===== src/rtl/keypad_scanner_pkg.sv =====
// Shared definitions for the 4x4 keypad scanner: FSM states, key code width and
// the one-cold column drive table.
package keypad_scanner_pkg;

    localparam int KEY_CODE_W = 4;

    typedef enum logic [1:0] {
        SCAN     = 2'd0,
        DEBOUNCE = 2'd1,
        HELD     = 2'd2
    } state_e;

    function automatic logic [3:0] col_drive(input logic [1:0] idx);
        logic [3:0] drive;
        case (idx)
            2'd0:    drive = 4'b1110;
            2'd1:    drive = 4'b1101;
            2'd2:    drive = 4'b1011;
            default: drive = 4'b0111;
        endcase
        return drive;
    endfunction

endpackage


===== src/rtl/keypad_row_encoder.sv =====
// Active-low row sense lines -> {hit, row index}. Row 0 has the highest priority.
module keypad_row_encoder (
    input  logic [3:0] rows_in_n,
    output logic       hit,
    output logic [1:0] row_idx
);

    logic [3:0] rows;

    assign rows = ~rows_in_n;
    assign hit  = |rows;

    // Walk from the top down so the lowest asserted row is written last.
    always_comb begin
        row_idx = 2'd0;
        for (int i = 3; i >= 0; i--) begin
            if (rows[i]) row_idx = 2'(i);
        end
    end

endmodule


===== src/rtl/keypad_scanner.sv =====
// 4x4 matrix keypad scanner: column rotation, row sampling, press/release debounce
// and key encoding into a held buffer with a one-cycle valid pulse.
module keypad_scanner
    import keypad_scanner_pkg::*;
#(
    parameter int SETTLE_CYC   = 2,
    parameter int DEBOUNCE_CNT = 8,
    parameter int CNT_W        = 4
) (
    input  logic                  div_clk,
    input  logic                  rst,
    input  logic [3:0]            keypad_row,
    output logic [3:0]            keypad_col,
    output logic [KEY_CODE_W-1:0] keypad_buf,
    output logic                  key_valid,
    output logic                  key_held
);

    localparam logic [CNT_W-1:0] SETTLE_LAST = CNT_W'(SETTLE_CYC - 1);
    localparam logic [CNT_W-1:0] DEB_ACCEPT  = CNT_W'(DEBOUNCE_CNT);
    localparam logic [CNT_W-1:0] DEB_RELEASE = CNT_W'(DEBOUNCE_CNT - 1);
    localparam logic [CNT_W-1:0] CNT_ONE     = CNT_W'(1);

    state_e                state_q, state_d;
    logic [1:0]            col_idx_q, col_idx_d;
    logic [CNT_W-1:0]      settle_q, settle_d;
    logic [CNT_W-1:0]      deb_q, deb_d;
    logic [KEY_CODE_W-1:0] cand_q, cand_d;
    logic [3:0]            keypad_col_q, keypad_col_d;
    logic [KEY_CODE_W-1:0] keypad_buf_q, keypad_buf_d;
    logic                  key_valid_q, key_valid_d;
    logic                  key_held_q, key_held_d;

    logic       hit;
    logic [1:0] row_idx;

    keypad_row_encoder u_row_enc (
        .rows_in_n (keypad_row),
        .hit       (hit),
        .row_idx   (row_idx)
    );

    always_comb begin
        state_d      = state_q;
        col_idx_d    = col_idx_q;
        settle_d     = settle_q;
        deb_d        = deb_q;
        cand_d       = cand_q;
        keypad_buf_d = keypad_buf_q;
        key_valid_d  = 1'b0;
        key_held_d   = key_held_q;

        case (state_q)
            SCAN: begin
                if (settle_q == SETTLE_LAST) begin
                    settle_d = '0;
                    if (hit) begin
                        cand_d  = {row_idx, col_idx_q};
                        deb_d   = CNT_ONE;
                        state_d = DEBOUNCE;
                    end else begin
                        col_idx_d = col_idx_q + 2'd1;
                    end
                end else begin
                    settle_d = settle_q + CNT_ONE;
                end
            end
            DEBOUNCE: begin
                if (hit && row_idx == cand_q[3:2]) begin
                    if (deb_q >= DEB_ACCEPT) begin
                        keypad_buf_d = cand_q;
                        key_valid_d  = 1'b1;
                        key_held_d   = 1'b1;
                        deb_d        = '0;
                        state_d      = HELD;
                    end else begin
                        deb_d = deb_q + CNT_ONE;
                    end
                end else begin
                    // Bounce or a different row: rescan the same column from a fresh settle.
                    deb_d    = '0;
                    settle_d = '0;
                    state_d  = SCAN;
                end
            end
            HELD: begin
                if (hit) begin
                    deb_d = '0;
                end else if (deb_q >= DEB_RELEASE) begin
                    key_held_d = 1'b0;
                    col_idx_d  = col_idx_q + 2'd1;
                    settle_d   = '0;
                    deb_d      = '0;
                    state_d    = SCAN;
                end else begin
                    deb_d = deb_q + CNT_ONE;
                end
            end
            default: begin
                deb_d    = '0;
                settle_d = '0;
                state_d  = SCAN;
            end
        endcase

        keypad_col_d = col_drive(col_idx_d);
    end

    always_ff @(posedge div_clk) begin
        if (!rst) begin
            state_q      <= SCAN;
            col_idx_q    <= 2'd0;
            settle_q     <= '0;
            deb_q        <= '0;
            cand_q       <= '0;
            keypad_col_q <= 4'b1110;
            keypad_buf_q <= '0;
            key_valid_q  <= 1'b0;
            key_held_q   <= 1'b0;
        end else begin
            state_q      <= state_d;
            col_idx_q    <= col_idx_d;
            settle_q     <= settle_d;
            deb_q        <= deb_d;
            cand_q       <= cand_d;
            keypad_col_q <= keypad_col_d;
            keypad_buf_q <= keypad_buf_d;
            key_valid_q  <= key_valid_d;
            key_held_q   <= key_held_d;
        end
    end

    assign keypad_col = keypad_col_q;
    assign keypad_buf = keypad_buf_q;
    assign key_valid  = key_valid_q;
    assign key_held   = key_held_q;

endmodule


===== config.mk =====
export PLATFORM = sky130hd
export DESIGN_NAME = keypad_scanner
export DESIGN_NICKNAME = d
export VERILOG_FILES = /design/src/rtl/keypad_scanner_pkg.sv /design/src/rtl/keypad_row_encoder.sv /design/src/rtl/keypad_scanner.sv
export SDC_FILE = /design/constraint.sdc
export NUM_CORES = 1
export LEC_CHECK = 0
export CAP_MARGIN = 30
export CORE_MARGIN = 5
export CORE_UTILIZATION = 30
export DETAILED_ROUTE_END_ITERATION = 10
export PLACE_DENSITY = 0.51
export RECOVER_POWER = 50
export SLEW_MARGIN = 20
export SYNTH_ARGS = -nofsm -noshare
export SYNTH_HDL_FRONTEND = slang
export SYNTH_HIERARCHICAL = 1
export SYNTH_SLANG_ARGS = --single-unit

===== constraint.sdc =====
create_clock -name div_clk -period 2.2 [get_ports div_clk]
set_input_delay 0.44 -clock div_clk [delete_from_list [all_inputs] [get_ports div_clk]]
set_output_delay 0.44 -clock div_clk [all_outputs]
set_load 0.01 [all_outputs]

==> Yosys cells after proc, flatten, opt, wreduce, memory -nomap -nowiden <==
Cells that the tools add are included.
{ "totals": {"ff_bits": 26, "in_bits": 6, "output_inout_bits": 10, "wordCells": 76} }
{ "op_classes": {"n_addsub": 3, "magnitude_cmp": 2, "eq_ne": 14, "mux": 35, "n_bitwise": 1, "reduce_logical": 12} }
{ "ops": {"columns": ["op", "count"], "rows": [
  ["2-to-1 mux 4 bit", 10],
  ["case mux 4 bit (3 select lines)", 3],
  ["2-to-1 mux 2 bit", 14],
  ["inequality test 2 bit, second input constant", 7],
  ["AND reduction 3 bit", 4],
  ["AND reduction 5 bit", 2],
  ["adder 4 x 1 -> 4 bit, second input constant", 2],
  ["case mux 2 bit (3 select lines)", 1],
  ["2-to-1 mux 1 bit", 5],
  ["equality test 2 x 1 -> 1 bit, second input constant", 2],
  ["equality test 2 bit, second input constant", 2],
  ["equality test 4 x 1 -> 1 bit, second input constant", 1],
  [">= comparator 4 x 3 -> 1 bit, second input constant", 1],
  [">= comparator 4 bit, second input constant", 1],
  ["zero test 2 bit", 2],
  ["NOT 4 bit", 1],
  ["case mux 2 bit (2 select lines)", 1],
  ["OR reduction 4 bit", 1],
  ["inequality test 3 bit, second input constant", 1],
  ["adder 2 x 1 -> 2 bit, second input constant", 1],
  ["equality test 2 bit", 1],
  ["case mux 1 bit (2 select lines)", 1],
  ["AND reduction 2 bit", 1],
  ["nonzero test 2 bit", 1],
  ["logical AND 1 bit", 1]
]} }

==> Depth between registers and ports, before layout <==
Gate-level depths: netlist of run 1.
{ "logic_depth": {"ltp_word": 9, "depth_mapped": 7, "mapped_depth_nobuf": 6} }

==> Cells and area by module <==
Netlist of run 1, hierarchy kept.
{ "modules_own_cells": {"columns": ["module", "instances", "cells_per_inst", "area_per_inst_um2", "seq_area_each_um2"], "rows": [
  ["keypad_scanner", 1, 130, 1229.9, 520.5],
  ["keypad_row_encoder", 1, 5, 28.8, 0.0]
]} }

==> Worst setup path before layout of run 1 <==
Ideal clock, no wire load.
{ "synth_path": {"path_type": "input to register", "start": "input port keypad_row[2]", "end": "register deb_q[0]", "setup_time_ns": 0.127, "arrival_ns": 1.587, "required_time_ns": 2.073, "path_slack_ns": 0.486, "stages": 6, "path_buffers": 1, "path_cell_list": "nand4_1 -> and3b_2 -> and4b_1 -> buf_6 -> nor4_2 -> a211oi_2"} }
{ "synth_via": {"elab_chain_len": 8, "elab_cells_between_ends": 12, "classes_between": "eq/ne: 2; mux: 6; bitwise: 1; reduce/logical: 3"} }
{ "synth_lines": {"columns": ["item", "line_no", "source"], "rows": [
  ["from (decl)", "keypad_scanner.sv:12", "input logic [3:0] keypad_row,"],
  ["NOT 4 bit (*)", "keypad_row_encoder.sv:10", "assign rows = ~rows_in_n;"],
  ["2-to-1 mux 2 bit (3 in series)", "keypad_row_encoder.sv:17", "if (rows[i]) row_idx = 2'(i);"],
  ["equality test 2 bit", "keypad_scanner.sv:69", "if (hit && row_idx == cand_q[3:2]) begin"],
  ["logical AND 1 bit", "keypad_scanner.sv:69", null],
  ["2-to-1 mux 4 bit", "keypad_scanner.sv:69", null],
  ["case mux 4 bit (3 select lines)", "keypad_scanner.sv:53", "case (state_q)"],
  ["to (signal assigned)", "keypad_scanner.sv:114", "deb_q <= '0;"],
  ["to (signal assigned)", "keypad_scanner.sv:124", "deb_q <= deb_d;"],
  ["to (decl)", "keypad_scanner.sv:27", "logic [CNT_W-1:0] deb_q, deb_d;"]
]} }
Every way passes the cells marked *; elsewhere a longest branch is shown, timed or not.
A chain may end at the register's enable or synchronous reset.

==> Worst setup path after layout of run 1 <==
{ "layout_path": {"start": "input port keypad_row[2]", "end": "register keypad_col_q[1], in the netlist keypad_col[1]"} }
{ "layout_via": {"elab_chain_len": 7, "elab_cells_between_ends": 10, "classes_between": "eq/ne: 2; mux: 5; bitwise: 1; reduce/logical: 2"} }
{ "layout_lines": {"columns": ["item", "line_no", "source"], "rows": [
  ["NOT 4 bit (*)", "keypad_row_encoder.sv:10", null],
  ["OR reduction 4 bit (*)", "keypad_row_encoder.sv:11", "assign hit = |rows;"],
  ["net hit", "keypad_scanner.sv:34", "logic hit;"],
  ["2-to-1 mux 2 bit", "keypad_scanner.sv:57", "if (hit) begin"],
  ["2-to-1 mux 2 bit", "keypad_scanner.sv:55", "if (settle_q == SETTLE_LAST) begin"],
  ["case mux 2 bit (2 select lines) (*)", "keypad_scanner.sv:53", null],
  ["equality test 2 bit (tied with other cells)", "keypad_scanner_pkg.sv:15", "case (idx)"],
  ["case mux 4 bit (3 select lines) (*)", "keypad_scanner_pkg.sv:15", null],
  ["to (signal assigned)", "keypad_scanner.sv:126", "keypad_col_q <= keypad_col_d;"],
  ["to (decl)", "keypad_scanner.sv:29", "logic [3:0] keypad_col_q, keypad_col_d;"]
]} }
The timed path passes the listed nets; every way through them passes the cells marked *.

==> Implementation_results.wiki, run 1 <==
{| class="wikitable"
! Metric !! Value
|-
| Post-CTS setup buffers || 0
|-
| Worst slew margin relative to its limit || 74.0%
|-
| Cell count after synthesis || 135
|-
| Number of top-level design ports || 16
|-
| Violation count after the first detailed-route iteration || 35
|-
| Area share of the largest cell type after synthesis || 41.4%
|-
| Port Buf Inserts || 15
|-
| Number of standard cells in the layout, taps in and fillers out || 205
|-
| Final hold slack || 475 ps
|-
| Weighted congestion at the end of routability-driven global placement || 0.765
|-
| Part of the Yosys area used for sequential elements || between 40% and 50%
|-
| Most frequent cells after synthesis || 26 x dfxtp_1, 17 x nor2_1, 9 x mux2i_1
|-
| Final count of negative-setup-slack endpoints || 0
|-
| DRC violation count after routing || 0
|-
| Average wire per standard cell || roughly 13 um
|-
| Library cells used by synthesis || 44
|-
| Endpoint class of the critical path || register
|-
| Layout Skew || 5.51 ps
|-
| Number of hold buffers added after cts || 0
|-
| Critical path class || in -> reg
|-
| Number of global-route vias before repair || 1004
|-
| Initial antenna violation count || 0
|-
| Minimum setup slack after placement || -65.1 ps
|-
| Maximum number of pins on one net before global-route repair || 18
|-
| Synthesized net count || 145
|-
| Hold Path Class || reg -> reg
|-
| Cell Pwr Density || around 830 nW/um^2
|-
| Max Clock Freq || between 400 and 500 MHz
|-
| Number of pins with negative max-slew slack in the final report || 0
|-
| Arrival time of data at the critical path endpoint || between 2000 and 2500 ps
|-
| Slew at the pin with the worst max-slew slack || 389 ps
|-
| Data required time at the worst endpoint || 2350 ps
|-
| Kind of launch point of the worst setup path || input pin
|-
| Post-cts sizing count || 0
|-
| Count of yosys warnings during synthesis || 6
|-
| Shortest clock period the worst path allows after layout || 2010 ps
|-
| Hold path cells || 2
|-
| Synth async-reset ratio || 0%
|-
| Site Rows || 23
|-
| Cell count after placement || around 200
|-
| Total Power Consumption || 1.27 mW
|-
| Per-instance average area after synthesis || 9.32 sq um
|-
| Area growth from synthesis to layout || 21.9%
|-
| Fraction of final layout cells sized beyond drive strength 1 || between 10% and 20%
|-
| Library cell occupying the most area in the post-synthesis netlist || dfxtp_1
|-
| Setup repair after global routing missed its margin || false
|-
| Number of enable flip-flop cells after synthesis || 0
|-
| Die Ht || 74.8 um
|-
| Aggregate negative setup slack || 0 ps
|-
| # clock sinks || 26
|-
| Final worst path period share || between 90 and 100%
|-
| Path depth of the worst reg2reg path || 5
|-
| Clock-pin slew reported for the worst setup and hold paths after clock tree synthesis || ~90 ps
|-
| Core area || 4030 sq um
|-
| Clock root cell || clkbuf_8
|-
| Clock buffer depth || 2
|-
| Routed wire length || between 2000 and 3000 um
|-
| Hold Violations, Final || 0
|-
| Via density || slightly above 5
|-
| DRT Pass-1 Iters || 4
|-
| Combined area of all synthesized cells || 1260 sq um
|-
| Run status || finished clean
|-
| Count leader, synth || dfxtp_1
|-
| Global-route wire length before repair || 4490 um
|-
| Worst setup slack after layout || 195 ps
|-
| Latest clock arrival within the worst-skew pair || 270 ps
|-
| CP Max Fanout || 4
|-
| Remaining global-route overflow || 0
|-
| Clock tree from TritonCTS || built
|-
| Die ar. || 5590 sq um
|-
| Final net count || 166
|-
| Pleak || 0.621 nW
|-
| Effective utilization at floorplan || between 30% and 40%
|-
| Ant. Diodes || 0
|-
| Biggest area contributors in the synthesized netlist || dfxtp_1 41%, mux2i_1 7.2%, nor2_1 5.1%, ha_1 4.0%, o21a_1 3.0%
|-
| Max-cap violations || 0
|-
| Tot GR Track Use || 10.4%
|-
| Flops & latches, synth || 26
|-
| Main synth FF type || dfxtp_1
|-
| HPWL after detailed placement || 1950 um
|-
| Vias || between 1000 and 1500
|-
| Width of the die || 74.8 um
|-
| Maximum VDD drop || 0.495 mV
|-
| Number of H-tree levels || 1
|-
| Remaining antenna violation count || 0
|-
| TritonCTS buffer count || 3
|}
-- power by group --
part,internal [mW],leakage (nW),total (mW),switching (mW)
registers,0.516,0.210,0.568,0.0522
clock network,0.160,0.0288,0.309,0.149
logic,0.177,0.382,0.390,0.214
-- layout make-up --
type                            instances  area (sq um)
Sequential cell                        26           520
Timing Repair Buffer                   22           199
Clock buffer                            4          55.1
Inverter                                6          22.5
Multi-Input combinational cell         97           674
Fill cell                             406          2490
Tap cell                               50          62.6
-- logic make-up after synthesis --
logic type / count (synthesis) / synth area share [%]
AND/OR/NAND/NOR: 47 / 22.0
AO/OA/AOI/OAI: 34 / 18.7
XOR/XNOR: 2 / 1.39
multiplexers: 10 / 8.05
flip-flops: 26 / 41.4
adder cells (fa/ha/maj): 4 / 3.98
buffers and inverters: 12 / 4.57
-- sequential cells by signal, summed over array words and instances, names as in the netlist --
| name | cells |
|---|---|
| keypad_buf | 4 |
| key_held | 1 |
| deb_q | 4 |
| cand_q | 4 |
| settle_q | 4 |
| keypad_col | 4 |
| key_valid | 1 |
| state_q | 2 |
| col_idx_q | 2 |
-- stage by stage --
stage	instance area, sq um	util [%]
after floorplan	1260	-
after global placement	1490	37.0
after detailed placement	1490	37.0
after CTS	1540	38.3
after global routing	1530	38.1
final	1530	38.1
-- routing by layer --
metal / wire length, um / vias up / part of all wire (%) / global-route usage, %
met5: 0 / - / 0 / 0
met3: 83 / 2 / 3.2 / 3.47
met2: 1270 / 14 / 48 / 17.4
met4: 27 / 0 / 1.0 / 2.57
li1: - / 521 / - / -
met1: 1250 / 496 / 47 / 13.0
-- worst paths after layout --
| kind | startpoint | to | slack, ps |
|---|---|---|---|
| max | keypad_row[2] | keypad_col[1]$_SDFF_PN1_ | 190 |
| min | key_held$_SDFFE_PN0P_ | key_held$_SDFFE_PN0P_ | 480 |
| max reg2reg | settle_q[0]$_SDFFE_PN0P_ | keypad_col[1]$_SDFF_PN1_ | 500 |
| min reg2reg | key_held$_SDFFE_PN0P_ | key_held$_SDFFE_PN0P_ | 480 |
-- worst max-delay path: stages --
cell             delay, ps
clkdlybuf4s50_1        510
nand4_1                210
clkbuf_1               210
or2_2                  320
nor3_1                 320
o21ai_0                140
-- cells in the final DEF, fill, tap and decap left out, drive strengths merged, types with 2 or more instances in the layout --
| cell type | count |
|---|---|
| a21boi | 4 |
| nand3 | 2 |
| or2 | 2 |
| a21oi | 6 |
| a211oi | 3 |
| xnor2 | 2 |
| nand2 | 4 |
| clkbuf | 6 |
| clkdlybuf4s50 | 5 |
| inv | 5 |
| nor3 | 7 |
| mux2i | 9 |
| dlygate4sd3 | 10 |
| ha | 4 |
| nand2b | 4 |
| dfxtp | 26 |
| buf | 5 |
| nor2 | 17 |
| nand4 | 2 |
| a31oi | 2 |
| a21o | 2 |
| o21a | 5 |
| o21ai | 6 |
| and2 | 2 |
(Power assumes the default switching activity.)
==> run 2: changes to the inputs <==
--- a/constraint.sdc
+++ b/constraint.sdc
@@ -3,2 +3,2 @@
 set_output_delay 0.44 -clock div_clk [all_outputs]
-set_load 0.01 [all_outputs]
+set_load 0.02 [all_outputs]
==> results of run 2 <==
The final DEF is identical to that of run 1. Status: finished clean.
Main changes from that run: worst IR drop on VDD 0.495 mV -> 0.497 mV
